**src/rtl/mkio_pkg.sv**
```systemverilog
// Shared MIL-STD-1553B word definitions used by the transmitter and the receiver/decoder.
package mkio_pkg;

    localparam logic [5:0] SYNC_CMD   = 6'b111000;
    localparam logic [5:0] SYNC_DATA  = 6'b000111;
    localparam int         WORD_CELLS = 40;

    typedef enum logic {
        IDLE = 1'b0,
        SEND = 1'b1
    } mkio_tx_state_t;

    // 40 half-bit cells, MSB first: sync, {d,~d} per data bit (bit 15 first), then {p,~p} with odd parity.
    function automatic logic [39:0] mkio_frame(input logic sync, input logic [15:0] data);
        logic [39:0] f;
        logic        p;
        f[39:34] = sync ? SYNC_CMD : SYNC_DATA;
        for (int i = 0; i < 16; i++) begin
            f[2*i+3] = data[i];
            f[2*i+2] = ~data[i];
        end
        p    = ~(^data);
        f[1] = p;
        f[0] = ~p;
        return f;
    endfunction

endpackage

```
**src/rtl/mkio_halfbit_timer.sv**
```systemverilog
// Half-bit cell prescaler: counts 0..CLK_PER_HALFBIT-1 while running, ticks on the last count.
module mkio_halfbit_timer #(
    parameter int CLK_PER_HALFBIT = 16
) (
    input  logic clk,
    input  logic rst_n,
    input  logic run_i,
    output logic cell_tick_o
);

    localparam int CW = (CLK_PER_HALFBIT > 1) ? $clog2(CLK_PER_HALFBIT) : 1;

    logic [CW-1:0] cnt_q, cnt_d;
    logic          wrap;

    assign wrap        = (cnt_q == CW'(CLK_PER_HALFBIT - 1));
    assign cell_tick_o = run_i & wrap;

    // Held at zero whenever not running so every word starts on a full cell.
    always_comb begin
        cnt_d = cnt_q;
        if (!run_i || wrap) cnt_d = '0;
        else                cnt_d = cnt_q + 1'b1;
    end

    always_ff @(posedge clk or negedge rst_n) begin
        if (!rst_n) cnt_q <= '0;
        else        cnt_q <= cnt_d;
    end

endmodule

```
**src/rtl/mkio_word_tx.sv**
```systemverilog
// MIL-STD-1553B Manchester-II word transmitter for one bus channel, with a one-entry holding register.
module mkio_word_tx
    import mkio_pkg::*;
#(
    parameter int CLK_PER_HALFBIT = 16
) (
    input  logic        clk,
    input  logic        reset,
    input  logic        tx_valid,
    input  logic        tx_sync,
    input  logic [15:0] tx_data,
    output logic        tx_ready,
    input  logic        tx_abort,
    output logic        tx_busy,
    output logic        tx_done,
    output logic        DO1,
    output logic        DO0,
    output logic        TX_INHIBIT
);

    mkio_tx_state_t state_q, state_d;
    logic [39:0]    sr_q, sr_d;
    logic [5:0]     cell_q, cell_d;
    logic           hold_full_q, hold_full_d;
    logic           hold_sync_q, hold_sync_d;
    logic [15:0]    hold_data_q, hold_data_d;
    logic           done_q, done_d;

    logic accept, cell_tick, last_tick, busy;

    assign busy      = (state_q == SEND);
    assign accept    = tx_valid & ~hold_full_q & ~tx_abort;
    assign last_tick = cell_tick & (cell_q == 6'(WORD_CELLS - 1));

    mkio_halfbit_timer #(.CLK_PER_HALFBIT(CLK_PER_HALFBIT)) u_timer (
        .clk         (clk),
        .rst_n       (reset),
        .run_i       (busy & ~tx_abort),
        .cell_tick_o (cell_tick)
    );

    always_comb begin
        state_d     = state_q;
        sr_d        = sr_q;
        cell_d      = cell_q;
        hold_full_d = hold_full_q;
        hold_sync_d = hold_sync_q;
        hold_data_d = hold_data_q;
        done_d      = 1'b0;
        if (tx_abort) begin
            state_d     = IDLE;
            sr_d        = '0;
            cell_d      = '0;
            hold_full_d = 1'b0;
            hold_sync_d = 1'b0;
            hold_data_d = '0;
        end else begin
            case (state_q)
                IDLE: begin
                    if (accept) begin
                        sr_d    = mkio_frame(tx_sync, tx_data);
                        cell_d  = '0;
                        state_d = SEND;
                    end
                end
                SEND: begin
                    if (last_tick) begin
                        done_d = 1'b1;
                        cell_d = '0;
                        if (hold_full_q) begin
                            sr_d        = mkio_frame(hold_sync_q, hold_data_q);
                            hold_full_d = 1'b0;
                        end else if (accept) begin
                            // A word arriving on the final tick goes straight out, keeping the stream gap-free.
                            sr_d = mkio_frame(tx_sync, tx_data);
                        end else begin
                            sr_d    = '0;
                            state_d = IDLE;
                        end
                    end else if (cell_tick) begin
                        sr_d   = {sr_q[38:0], 1'b0};
                        cell_d = cell_q + 6'd1;
                    end
                    if (accept && !last_tick) begin
                        hold_full_d = 1'b1;
                        hold_sync_d = tx_sync;
                        hold_data_d = tx_data;
                    end
                end
                default: state_d = IDLE;
            endcase
        end
    end

    always_ff @(posedge clk or negedge reset) begin
        if (!reset) begin
            state_q     <= IDLE;
            sr_q        <= '0;
            cell_q      <= '0;
            hold_full_q <= 1'b0;
            hold_sync_q <= 1'b0;
            hold_data_q <= '0;
            done_q      <= 1'b0;
        end else begin
            state_q     <= state_d;
            sr_q        <= sr_d;
            cell_q      <= cell_d;
            hold_full_q <= hold_full_d;
            hold_sync_q <= hold_sync_d;
            hold_data_q <= hold_data_d;
            done_q      <= done_d;
        end
    end

    // Lines are gated by busy so an async reset drops them without waiting for a clock.
    assign tx_ready   = ~hold_full_q;
    assign tx_busy    = busy;
    assign tx_done    = done_q;
    assign DO1        = busy & sr_q[39];
    assign DO0        = busy & ~sr_q[39];
    assign TX_INHIBIT = ~busy;

endmodule

```
**config.mk**
```make
export PLATFORM = sky130hd
export DESIGN_NAME = mkio_word_tx
export DESIGN_NICKNAME = d
export VERILOG_FILES = /design/src/rtl/mkio_pkg.sv /design/src/rtl/mkio_halfbit_timer.sv /design/src/rtl/mkio_word_tx.sv
export SDC_FILE = /design/constraint.sdc
export NUM_CORES = 1
export LEC_CHECK = 0
export BUFFER_PORTS_ARGS = -buffer_cell sky130_fd_sc_hd__buf_2
export CORE_UTILIZATION = 32
export CTS_BUF_LIST = sky130_fd_sc_hd__clkbuf_16
export CTS_CLUSTER_SIZE = 25
export DETAILED_ROUTE_END_ITERATION = 12
export PLACE_DENSITY = 0.54
export SLEW_MARGIN = 20
export SYNTH_ARGS = -nofsm -noshare
export SYNTH_HDL_FRONTEND = slang
export SYNTH_SLANG_ARGS = --single-unit
```
**constraint.sdc**
```tcl
create_clock -name clk -period 4.26 [get_ports clk]
set_input_delay 0.639 -clock clk [delete_from_list [all_inputs] [get_ports clk]]
set_output_delay 0.639 -clock clk [all_outputs]
set_load 0.02 [all_outputs]
```
* Word level (Yosys, flattened, before mapping) *
Index checks and enable logic that the tools add are counted.

word-level totals
  output and inout port bits = 6
  memory bits (read-only) = 0
  bits in writable memories = 0
  word-level logic and storage cells = 104
  register bits = 70
  latch bits = 0
  memories = 0

operators by class
  $mul = 0
  add/subtract/negate cells = 2
  bitwise logic cells = 45
  divide/modulo/power cells = 0
  reduce and logical (&&, ||, !) cells = 12
  shift operators = 0
  eq/ne operators = 4
  magnitude comparators = 0
  mux-type cells = 33

operator list
  cell                 count
  $mux 40              6
  $pmux 40 s2          1
  $mux 16              3
  $not 1->1            38
  $mux 6               6
  $reduce_xor 16->1    2
  $mux 1               14
  $pmux 6 s2           1
  $and 1x1->1          7
  $add 6x1->6 const B  1
  $eq 6x6->1 const B   1
  $reduce_and 2->1     3
  $add 4x1->4 const B  1
  $eq 4x4->1 const B   1
  $mux 4               1
  $ne 4x2->1 const B   1
  $reduce_bool 2->1    2
  $ne 3x2->1 const B   1
  $reduce_bool 3->1    1
  $logic_not 1->1      2
  $pmux 1 s2           1
  $logic_and 1x1->1    1
  $logic_or 1x1->1     1

* Longest topological paths before layout *
Gate-level depths: netlist of the first run.

  depth in word-level cells = 9
  gate-level depth with buffers = 9
  mapped depth without buffers = 7

* By module *
A second synthesis of the first run with hierarchy kept.

unflattened totals
  cells, all modules = 402
  area, all modules = 3834.9 µm²

modules (own cells, without submodules)
  module              sequential area each (µm²)  cells an instance  area each (µm²)  times used
  mkio_word_tx        1651.6                      387                3661.0           1
  mkio_halfbit_timer  100.1                       15                 173.9            1

* Worst setup path after synthesis of the first run *
No wires, ideal clock.

  kind = input port to flip-flop
  start = input port tx_abort
  end = register sr_q[22]
  buffers on the path = 2
  path slack = 2240 ps
  arrival = 1934 ps
  stages on the path = 8
  cells stage by stage = or3b_2 > buf_2 > buf_2 > o22ai_1 > nand2_1 > a21oi_1 > nor3_1 > nor3_1

on the way
  cells in the longest elaborated chain, start to end = 7
  elaborated cells between the ends (all ways) = 13
  classes of those cells = eq/ne: 2; mux: 5; bitwise: 5; reduce/logical: 1

ends and longest elaborated chain
  element                                 line                                          text
  from (decl)                             mkio_word_tx.sv:13                            input logic tx_abort,
  $not 1->1                               mkio_word_tx.sv:32, mkio_word_tx.sv:38
  $and 1x1->1 (on tied branches)          mkio_word_tx.sv:32, mkio_word_tx.sv:38
  $mux 40 or $and 1x1->1 (tied branches)  mkio_word_tx.sv:73, mkio_halfbit_timer.sv:17
  $mux 40 or $and 1x1->1 (tied branches)  mkio_word_tx.sv:70, mkio_word_tx.sv:33
  $mux 40                                 mkio_word_tx.sv:67                            if (last_tick) begin
  $pmux 40 s2                             mkio_word_tx.sv:58                            case (state_q)
  $mux 40                                 mkio_word_tx.sv:50                            if (tx_abort) begin
  to (signal assigned)                    mkio_word_tx.sv:106                           sr_q <= sr_d;
  to (decl)                               mkio_word_tx.sv:22                            logic [39:0] sr_q, sr_d;

Several ways; a longest one is shown, not always the timed one.
A chain may end at the register's enable or synchronous reset.

* Worst setup path after layout of the first run *
  start = register state_q (netlist: tx_busy)
  end = register sr_q[18]

on the way
  cells in the longest elaborated chain, start to end = 6
  elaborated cells between the ends (all ways) = 10
  classes of those cells = eq/ne: 2; mux: 3; bitwise: 4; reduce/logical: 1

ends and longest elaborated chain
  element                 line                      text
  from (decl)             mkio_word_tx.sv:21        mkio_tx_state_t state_q, state_d;
  from (signal assigned)  mkio_word_tx.sv:105       state_q <= state_d;
  $and 1x1->1             mkio_word_tx.sv:38        .run_i (busy & ~tx_abort),
  $and 1x1->1             mkio_halfbit_timer.sv:17  assign cell_tick_o = run_i & wrap;
  $and 1x1->1             mkio_word_tx.sv:33        assign last_tick = cell_tick & (cell_q == 6'(WORD_CELLS - 1));
  $mux 40                 mkio_word_tx.sv:67
  $pmux 40 s2             mkio_word_tx.sv:58
  $mux 40                 mkio_word_tx.sv:50

Several ways; a longest one is shown, not always the timed one.

==> results of run 1 <==
==> per-stage QoR <==
stage / worst slack, ns / instances / util [%]
2_1_floorplan: 2.24 / 531 / -
3_3_place_gp: 1.48 / 699 / 35.1
3_5_place_dp: 1.47 / 699 / 35.1
4_1_cts: 1.51 / 715 / 37.1
5_1_grt: 1.24 / 715 / 37.1
6_report: 1.52 / 715 / 37.1
==> routing by layer <==
layer  up-vias  routed length [um]  track usage (%)
li1       1859                   -                -
met1      1798                5530             26.0
met2        91                5270             29.2
met3         5                 585             3.66
met4         0                  63             5.30
met5         -                   0                0
==> power by group through the flow <==
stage	clock network, mW	logic [mW]	registers, mW
after floorplan	0	0.281	0.758
after global placement	0	0.383	0.771
after detailed placement	0	0.386	0.773
after CTS	0.668	0.388	0.762
after global routing	0.693	0.433	0.770
final	0.654	0.384	0.763
==> area by class of cell <==
cell class	instances	area share (%)
multi-input cells	418	47.9
flip-flops and latches	70	37.4
clock buffers	9	4.81
well taps	172	4.60
repair buffers	36	4.44
clock inverters	7	0.561
inverters	3	0.241
==> worst paths after layout <==
kind	startpoint	endpoint	slack, ns	cells after the start
min reg2reg	sr_q[0]	sr_q[0]	0.48	2
min	reset	cell_q[4]	0.45	1
max reg2reg	tx_busy	sr_q[18]	1.52	8
max	tx_busy	sr_q[18]	1.52	8
max in group asynchronous	reset	sr_q[20]	3.23	1
min in group clk	sr_q[0]	sr_q[0]	0.48	2
==> registers in the layout, summed over array words and instances (netlist names) <==
register       cells
sr_q              40
hold_data_q       16
cell_q             6
u_timer.cnt_q      4
hold_full_q        1
hold_sync_q        1
tx_busy            1
tx_done            1
==> worst max-delay path, delay by kind of cell, from the launching register on <==
| family | cells | cell delay (ns) |
|---|---|---|
| AND/OR/NAND/NOR | 5 | 1.30 |
| buffers and inverters | 2 | 0.63 |
| AO/OA/AOI/OAI | 1 | 0.16 |
| flip-flops | 1 | 0.55 |
==> cells by family (layout without fill, tap and decap cells) <==
group / Yosys count / count (layout)
adders and majority gates: 2 / 2
and+or+nand+nor: 232 / 232
DFF: 70 / 70
xor gates and xnor gates: 31 / 31
buffers and inverters: 43 / 55
muxes: 1 / 1
AOI/OAI and AO/OA: 152 / 152
==> synthesized netlist by cell type (all sizes together) <==
library cell / n
a22oi: 17
nor2: 83
o22ai: 20
o21ai: 31
clkbuf: 32
dfrtp: 70
o311ai: 1
a21oi: 56
clkinv: 1
a21o: 1
o21a: 20
ha: 2
or4b: 1
nor3: 54
nand4: 1
a31oi: 1
xor2: 4
a22o: 1
xnor2: 27
or3b: 2
nor4: 2
buf: 8
and2: 1
or4: 2
a31o: 1
a2bb2oi: 2
a311oi: 1
nor2b: 1
inv: 2
nand2: 75
mux2: 1
and3: 3
nand2b: 2
nor3b: 2
nand3: 3
==> cell usage in the layout (no fill, tap or decap), types with 11 or more instances in the layout <==
| cell | netlist | layout |
|---|---|---|
| o22ai_1 | 20 | 20 |
| o21ai_0 | 30 | 30 |
| buf_2 | 7 | 25 |
| buf_4 | 0 | 11 |
| nor3_1 | 54 | 53 |
| dfrtp_1 | 70 | 70 |
| o21a_1 | 20 | 20 |
| a22oi_1 | 17 | 17 |
| xnor2_1 | 27 | 27 |
| nor2_1 | 83 | 83 |
| a21oi_1 | 56 | 56 |
| nand2_1 | 75 | 75 |
==> summary.txt, run 1 <==
Outcome
  • Status: completed

Logic synthesis
  • XOR/XNOR Fraction of Synth Area: 6.53%
  • Yosys cell types: 42
  • Mux cell area share after synthesis: 0.271%
  • Post-synthesis adder-cell area fraction: 0.602%
  • YS warnings: 0
  • Synth area leader: dfrtp_1
  • Yosys reg bits: 70
  • Syn_nets: 554
  • Synth top area cells: dfrtp_1 (42%), nor2_1 (7.5%), nand2_1 (6.8%)
  • Post-Synthesis Cells: 531
  • Post-synthesis compound-gate area fraction: 21.8%
  • Syn Area/Cell: 7.83 sq um
  • Fraction of the yosys area taken by sequential cells: 42.1%
  • Main combinational cell family by area after synthesis: simple AND/OR/NAND/NOR gates
  • Cell Area, Synth: 0.00416 sq mm
  • Simple-Gate Fraction of Synth Area: 24.6%
  • Share of Yosys cell area claimed by the top area cell type: 42.1%

Pwr
  • Logic gate share of total power: 21.3%
  • Clock power share: 36.3%
  • Sequential power share: 42.4%
  • Sw frac: 30.9%
  • Internal power: 1.24 mW
  • NetSw: 557 uW
  • Pwr/cell area: 385 mW/mm^2
  • P_leak: 1.90 nW
  • Total power: 1.80 mW
  • Worst vdd ir: 0.240 mV

Critical path
  • Worst-path maximum fanout: 17
  • CP Capture Type: flip-flop
  • Critical path's largest stage delay: 0.71 ns
  • Data required time of the critical path: 4.51 ns
  • Worst-path cell chain: buf_4 > nand2b_1 > nor4_4 > buf_4 > nand2_1 > a21oi_1 > nor3_1 > nor3_1
  • Worst endpoint data arrival time: 2.99 ns
  • WS Path Type: reg2reg
  • Worst Setup Start Kind: flip-flop
  • Worst path slowest cell: nor4_4

Timing
  • Endpoints failing hold: 0
  • WHS: 0.446 ns
  • Final setup TNS: 0 ns
  • Clock skew: 0.00239 ns
  • Final Max Slew Viols: 0
  • RSZ-0062 raised after global routing: no
  • Final min period: 2.74 ns
  • Worst-Margin Slew: 0.946 ns
  • Worst rel slew slack: 36.9%
  • Setup violators final: 0
  • Fmax: 365 MHz
  • Final worst-path cycle share: 64.3%

Clock network
  • CTS tree: built
  • Root Buffer: clkbuf_16
  • Num Clock Sinks: 70
  • CTS Buf Count: 9
  • Setup Buffers After CTS: 0
  • H-tree levels: 3
  • Post-cts sizing count: 0
  • Worst-path clk slew: 0.05 ns
  • CTS max path bufs: 2
  • Hold-fix buffer count after cts: 0
  • Insertion delay to the later sink of the worst-skew pair: 0.33 ns

Layout
  • Post-layout nets: 561
  • Fin area: 0.00468 sq mm
  • Area of the multi-input gates: 0.00224 sq mm
  • Layout cell share with drive strength beyond 1: 10.1%
  • Register Area: 0.00175 sq mm
  • # fillers: 1348
  • Layout Area Growth over Synthesis: 12.6%
  • Antenna Cells: 0

Min path
  • HP Class: in2async

Route
  • DRC violation count after routing: 0
  • DR pass1 iterations: 5
  • Post-DRT Antenna Nets: 0
  • Starting DRT DRC Count: 285
  • Routed WL: 11.4 mm
  • DR WL/cell: 16.0 um
  • Vias: 3753
  • Vias per cell: 5.25

Die
  • I/O pins: 27
  • Rows: 41
  • Die H: 116 um
  • Die Wd: 116 um
  • Core Footprint: 0.0126 sq mm
  • Die ar.: 0.0134 sq mm
  • Starting Density: 32.9%

Global route
  • Largest net degree at the start of global routing: 71
  • Total GRT Usage: 18.6%
  • Global-route wire length before repair: 19.2 mm
  • Global route total overflow: 0
  • Vias in the first global route: 3632
  • Initial antenna violation count: 0

Placement
  • GPL Wtd Cong: 0.730
  • Port Buffers: 26
  • Dpl hpwl: 6.91 mm
  • Cell Area, Placed: 0.00443 sq mm

Flow run
  • Max-Cap Viols: 0
(Power assumes the default switching activity.)
==> run 2, diff against run 1 <==
--- a/config.mk
+++ b/config.mk
@@ -5,12 +5,13 @@
 export SDC_FILE = /design/constraint.sdc
 export NUM_CORES = 1
 export LEC_CHECK = 0
+export ABC_AREA = 1
 export BUFFER_PORTS_ARGS = -buffer_cell sky130_fd_sc_hd__buf_2
 export CORE_UTILIZATION = 32
 export CTS_BUF_LIST = sky130_fd_sc_hd__clkbuf_16
 export CTS_CLUSTER_SIZE = 25
 export DETAILED_ROUTE_END_ITERATION = 12
-export PLACE_DENSITY = 0.54
+export PLACE_DENSITY = 0.53
 export SLEW_MARGIN = 20
 export SYNTH_ARGS = -nofsm -noshare
 export SYNTH_HDL_FRONTEND = slang
==> constraint.sdc (replaced) <==
create_clock -name clk -period 2.69 [get_ports clk]
set_input_delay 0.4035 -clock clk [delete_from_list [all_inputs] [get_ports clk]]
set_output_delay 0.4035 -clock clk [all_outputs]
set_load 0.02 [all_outputs]
==> run 2 against run 1 <==
Die area up 8.3%. Sequential power up 60%. Clock-buffer cell count unchanged. Sequential share of layout area down 2.9 points. Synthesized cell count up 12%. Critical path depth down 1. Cell area up 8.4%. Worst setup slack worse by 1.0 ns. First-iteration DRC count down 11%. Sequential cell count unchanged. Combinational power up 90%.
==> summary.txt, run 2 <==
Outcome
  • Status: completed

Logic synthesis
  • Syn Area/Cell: 7.55 sq um (-3.5%)
  • YS warnings: 0 (unchanged)
  • Fraction of the yosys area taken by sequential cells: 38.9% (-3.3 points)
  • Post-synth EDFFs: 0 (unchanged)
  • Top FF cell, synth: dfrtp_1
  • Cell Area, Synth: 0.00451 sq mm (+8.5%)
  • Synth top area cells: dfrtp_1 (39%), nand2_1 (12%), inv_1 (7.2%)
  • Synth area leader: dfrtp_1
  • Yosys cell types: 34 (-19%)
  • Most frequent cells after synthesis: nand2_1 (139), inv_1 (86), dfrtp_1 (70)
  • Syn_nets: 620 (+12%)
  • Most frequent cell after synthesis: nand2_1
  • Yosys reg bits: 70 (unchanged)
  • Ys async rst share: 100% (unchanged)
  • Share of Yosys cell area claimed by the top area cell type: 38.9% (-3.3 points)
  • Post-Synthesis Cells: 597 (+12%)

Critical path
  • Worst path bufs/invs: 1 (-1)
  • Worst-path cell chain: ha_1 > nand3_2 > clkinv_1 > nand4_4 > nand3_2 > nand2_2 > o22ai_1
  • Worst path slowest cell: nand2_2
  • WS Path Type: reg2reg
  • Worst endpoint data arrival time: 2.39 ns (-0.60 ns)
  • Worst Setup Start Kind: flip-flop
  • Cell family with most CP delay: simple AND/OR/NAND/NOR gates
  • Most numerous cell on the critical path: nand3_2
  • Worst-path maximum fanout: 17 (unchanged)
  • CP Capture Type: flip-flop
  • Data required time of the critical path: 2.89 ns (-1.62 ns)
  • Critical path's largest stage delay: 0.43 ns (-0.28 ns)

Timing
  • Worst rel slew slack: 67.0% (+30 points)
  • Clock skew: 0.00545 ns (+0.00306 ns)
  • Worst-Margin Slew: 0.495 ns (-0.451 ns)
  • Setup violators final: 0 (unchanged)
  • RSZ-0062 raised after global routing: no
  • Fmax: 458 MHz (+25%)
  • Final setup TNS: 0 ns (unchanged)
  • Final min period: 2.18 ns (-0.556 ns)
  • Final Max Slew Viols: 0 (unchanged)
  • Endpoints failing hold: 0 (unchanged)
  • Final worst-path cycle share: 81.1% (+17 points)

Layout
  • Cell Count, Final, Fillers Out: 798 (+12%)
  • Core Util, Final: 36.7% (-0.39 points)
  • Layout Area Growth over Synthesis: 12.5% (about the same)
  • Most common cell after layout, fill and taps aside: nand2_1
  • Commonest non-fill, non-tap cells in the layout: nand2_1 (139), inv_1 (87), dfrtp_1 (70)
  • Layout cell share with drive strength beyond 1: 12.9% (+2.8 points)
  • # fillers: 1432 (+6.2%)
  • Post-layout nets: 638 (+14%)
  • Largest registers: sr_q x40, hold_data_q x16, cell_q x6
  • Antenna Cells: 0 (unchanged)
  • Biggest register: sr_q
  • Largest register FFs: 40 (unchanged)

Route
  • DR pass1 iterations: 4 (-1)
  • Routed WL: 11.9 mm (+3.8%)
  • Vias per cell: 5.10 (-2.8%)
  • DRC violation count after routing: 0 (unchanged)
  • Vias: 4071 (+8.5%)
  • DR WL/cell: 14.9 um (-7.0%)
  • Starting DRT DRC Count: 254 (-11%)
  • Post-DRT Antenna Nets: 0 (unchanged)

Placement
  • Cells after DPL: 784 (+12%)
  • GPL Wtd Cong: 0.761 (+4.3%)
  • Port Buffers: 26 (unchanged)
  • Dpl hpwl: 7.95 mm (+15%)

Pwr
  • Worst vdd ir: 0.255 mV (+6.1%)
  • Total power: 2.98 mW (+66%)
  • P_leak: 2.42 nW (+27%)
  • Pwr/cell area: 588 mW/mm^2 (+53%)

Die
  • Starting Density: 32.6% (-0.33 points)
  • Die Wd: 121 um (+4.1%)
  • I/O pins: 27 (unchanged)
  • Core Footprint: 0.0138 sq mm (+9.6%)
  • Die ar.: 0.0146 sq mm (+8.3%)
  • Rows: 43 (+4.9%)
  • Die H: 121 um (+4.1%)

Flow run
  • Max-Cap Viols: 0 (unchanged)

Clock network
  • Worst-path clk slew: 0.05 ns (about the same)
  • Post-cts sizing count: 0 (unchanged)
  • Hold-fix buffer count after cts: 0 (unchanged)
  • Root Buffer: clkbuf_16
  • CTS tree: built
  • Setup Buffers After CTS: 0 (unchanged)
  • Num Clock Sinks: 70 (unchanged)
  • Insertion delay to the later sink of the worst-skew pair: 0.35 ns (+0.02 ns)
  • CTS max path bufs: 2 (unchanged)
  • CTS Buf Count: 9 (unchanged)
  • H-tree levels: 3 (unchanged)

Global route
  • Global-route wire length before repair: 19.5 mm (+1.8%)
  • Initial antenna violation count: 0 (unchanged)
  • Vias in the first global route: 3877 (+6.7%)
  • Total GRT Usage: 17.5% (-1.1 points)
  • Global route total overflow: 0 (unchanged)
  • Largest net degree at the start of global routing: 71 (unchanged)

Min path
  • HP Class: in2async
==> run 2: cell families after synthesis <==
group	synth area share, %
fa+ha+maj	0.555
simple gates	19.6
flops	38.9
xor+xnor	2.33
buf+inv	11.1
compound gates	27.6
==> run 2: layer usage <==
metal  track usage, %  part of all wire [%]
met1             23.7                    47
met2             27.4                    47
met3             4.25                   5.1
met4             5.09                   1.3
met5                0                     0
==> run 2: final timing paths <==
check                                 start               end  slack (ns)  cells after the start
setup / recovery           u_timer.cnt_q[0]    hold_data_q[9]        0.51                      7
hold / removal                        reset    hold_data_q[7]        0.09                      2
setup reg to reg           u_timer.cnt_q[0]    hold_data_q[9]        0.51                      7
hold reg to reg            u_timer.cnt_q[0]  u_timer.cnt_q[0]        0.46                      1
max in group asynchronous             reset           sr_q[0]        2.30                      2
min in group clk                   tx_abort       hold_full_q        0.34                      2
==> run 2: cell type report <==
| class | count | area [sq um] | area share (%) |
|---|---|---|---|
| clock buffer | 9 | 225 | 4.44 |
| inverter | 94 | 358 | 7.05 |
| tap | 180 | 225 | 4.44 |
| timing repair buffer | 37 | 238 | 4.69 |
| clock inverter | 5 | 20.0 | 0.395 |
| sequential | 70 | 1750 | 34.5 |
| multi-input combinational | 403 | 2260 | 44.5 |
==> run 2: where the power goes <==
part | internal, mW | switching [mW] | leakage (nW) | total, mW
clock network | 0.597 | 0.439 | 0.125 | 1.04
logic | 0.259 | 0.472 | 1.36 | 0.731
registers | 1.17 | 0.0504 | 0.938 | 1.22
total | 2.02 | 0.961 | 2.42 | 2.98
==> run 2: stage by stage <==
stage	worst slack (ns)	hold WS [ns]	cell area, sq um
2_1_floorplan	0.962	0.108	4510
3_3_place_gp	0.440	0.448	4830
3_5_place_dp	0.416	0.460	4830
4_1_cts	0.490	0.102	5070
5_1_grt	0.347	0.113	5070
6_report	0.509	0.0856	5070
==> run 3, diff against run 2 <==
==> constraint.sdc (replaced) <==
create_clock -name clk -period 2.1 [get_ports clk]
set_input_delay 0.315 -clock clk [delete_from_list [all_inputs] [get_ports clk]]
set_output_delay 0.315 -clock clk [all_outputs]
set_load 0.02 [all_outputs]
==> run 3 against run 2 <==
The flow now finishes with violations (hold timing). Sequential share of layout area decreased by 0.45 points. Routed wire length up 1.4%. Register-to-register slack worse by 0.28 ns. Sequential cell count unchanged. Hold slack lost 0.10 ns. Critical path type is now reg2out.
==> summary.txt, run 3 (synthesis gave the netlist of run 2 again) <==
Route
  • DRC violation count after routing: 0 (unchanged)
  • Post-DRT Antenna Nets: 0 (unchanged)
  • Routed WL: 12.0 mm (+1.4%)
  • Vias: 4121 (+1.2%)
  • Starting DRT DRC Count: 237 (-6.7%)
  • DR WL/cell: 15.0 um (+0.63%)
  • Vias per cell: 5.13 (+0.47%)
  • DR pass1 iterations: 5 (+1)

Timing
  • RSZ-0062 raised after global routing: no
  • Fmax: 536 MHz
  • Final Max Slew Viols: 0 (unchanged)
  • Endpoints failing hold: 7 (+7)
  • Final setup TNS: 0 ns (unchanged)
  • WHS: -0.0152 ns (-0.101 ns)
  • Setup violators final: 0 (unchanged)
  • Final worst-path cycle share: 88.9%
  • Worst-Margin Slew: 0.515 ns (+0.0200 ns)
  • Worst rel slew slack: 65.7% (-1.3 points)
  • Final min period: 1.87 ns
  • Clock skew: 0.00677 ns (+0.00132 ns)

Critical path
  • Reg-to-reg slack, setup: 0.23 ns (-0.28 ns)
  • Worst Setup Start Kind: flip-flop
  • Worst-path maximum fanout: 42 (+25)
  • Data required time of the critical path: 1.78 ns (-1.11 ns)
  • Worst endpoint data arrival time: 1.55 ns (-0.84 ns)
  • Worst path slowest cell: dfrtp_1
  • RR Endpoint: sr_q[23]
  • WS Path Type: reg2out
  • Cell family with most CP delay: buffers and inverters
  • Critical path's largest stage delay: 0.45 ns (+0.02 ns)
  • R2R depth: 8 (+1)
  • Worst path bufs/invs: 3 (+2)
  • CP Capture Type: output port
  • Worst-path cell chain: inv_2 > buf_4 > buf_2
  • Reg2reg start: u_timer.cnt_q[0]

Global route
  • Largest net degree at the start of global routing: 71 (unchanged)
  • Total GRT Usage: 17.7% (+0.25 points)
  • Global-route wire length before repair: 20.0 mm (+2.6%)
  • Initial antenna violation count: 0 (unchanged)
  • Global route total overflow: 0 (unchanged)
  • Vias in the first global route: 3849 (-0.72%)

Die
  • I/O pins: 27 (unchanged)
  • Die ar.: 0.0146 sq mm (unchanged)
  • Die Wd: 121 um (unchanged)
  • Starting Density: 32.6% (unchanged)
  • Rows: 43 (unchanged)
  • Core Footprint: 0.0138 sq mm (unchanged)
  • Die H: 121 um (unchanged)

Clock network
  • Worst-path clk slew: 0.06 ns (about the same)
  • CTS tree: built
  • H-tree levels: 3 (unchanged)
  • Insertion delay to the later sink of the worst-skew pair: 0.34 ns (about the same)
  • Root Buffer: clkbuf_16
  • Num Clock Sinks: 70 (unchanged)
  • Setup Buffers After CTS: 0 (unchanged)
  • Post-cts sizing count: 0 (unchanged)
  • Hold-fix buffer count after cts: 0 (unchanged)
  • CTS Buf Count: 9 (unchanged)
  • CTS max path bufs: 2 (unchanged)

Layout
  • Biggest register: sr_q
  • # fillers: 1446 (+0.98%)
  • Layout cell share with drive strength beyond 1: 13.8% (+0.84 points)
  • Commonest non-fill, non-tap cells in the layout: nand2_1 (139), inv_1 (90), dfrtp_1 (70)
  • Antenna Cells: 0 (unchanged)
  • Fin area: 0.00514 sq mm (+1.3%)
  • Most common cell after layout, fill and taps aside: nand2_1
  • Largest registers: sr_q x40, hold_data_q x16, cell_q x6
  • Largest register FFs: 40 (unchanged)
  • Layout Area Growth over Synthesis: 14.0%
  • Post-layout nets: 643 (+0.78%)

Pwr
  • Worst vdd ir: 0.280 mV (+9.9%)
  • P_leak: 2.47 nW (+2.1%)
  • Pwr/cell area: 746 mW/mm^2 (+27%)

Min path
  • HP Class: in2async

Placement
  • Dpl hpwl: 7.90 mm (-0.59%)
  • GPL Wtd Cong: 0.791 (+3.9%)
  • Cell Area, Placed: 0.00489 sq mm (+1.3%)
  • Port Buffers: 26 (unchanged)

Flow run
  • Max-Cap Viols: 0 (unchanged)

Outcome
  • Status: complete, but fails checks
  • Failing checks: hold timing
[run 3: per-layer routing]
metal  wire, um  part of all wire, %  GRT usage (%)  vias to the layer above
li1           -                    -              -                     2032
met1       5540                   46           23.9                     1962
met2       5690                   47           28.2                      108
met3        646                  5.4           2.88                       19
met4        173                  1.4           7.02                        0
met5          0                    0              0                        -
[run 3: worst max-delay path by stage]
stage / endpoint / cells after the start / start
after floorplan: hold_data_q[8] / 8 / u_timer.cnt_q[0]
after global placement: sr_q[5] / 8 / u_timer.cnt_q[0]
after detailed placement: sr_q[5] / 8 / u_timer.cnt_q[0]
after CTS: sr_q[5] / 8 / u_timer.cnt_q[0]
after global routing: sr_q[23] / 8 / u_timer.cnt_q[0]
final: TX_INHIBIT / 3 / tx_busy
[run 3: power by group]
group,switching [mW],total (mW),leakage (nW),internal (mW)
clock,0.566,1.34,0.140,0.770
sequential,0.0648,1.56,0.938,1.49
combinational,0.601,0.940,1.40,0.338
total,1.23,3.83,2.47,2.60
[run 3: area by class of cell]
cell class	instances	area, sq um	share of cell area, %
inverter	94	358	6.96
timing repair buffer	42	300	5.84
multi-input combinational	403	2260	43.9
clock inverter	6	25.0	0.487
tap	180	225	4.38
sequential	70	1750	34.1
clock buffer	9	225	4.38
[run 3: worst register-to-register path: cells and delay by family, from the launching register on]
kind            cells  cell delay (ns)
fa+ha+maj           1             0.20
buf+inv             2             0.41
compound gates      3             0.44
simple gates        2             0.34
flops               1             0.36
[run 3: metrics by stage]
step	cells	power (mW)	setup WS, ns	util (%)
finish	804	3.83	0.233	37.2
global route	804	4.06	0.0288	37.2
CTS	804	3.87	0.223	37.2
detailed placement	789	2.52	0.215	35.4
global placement	789	2.50	0.280	35.4
floorplan	597	2.25	0.399	-
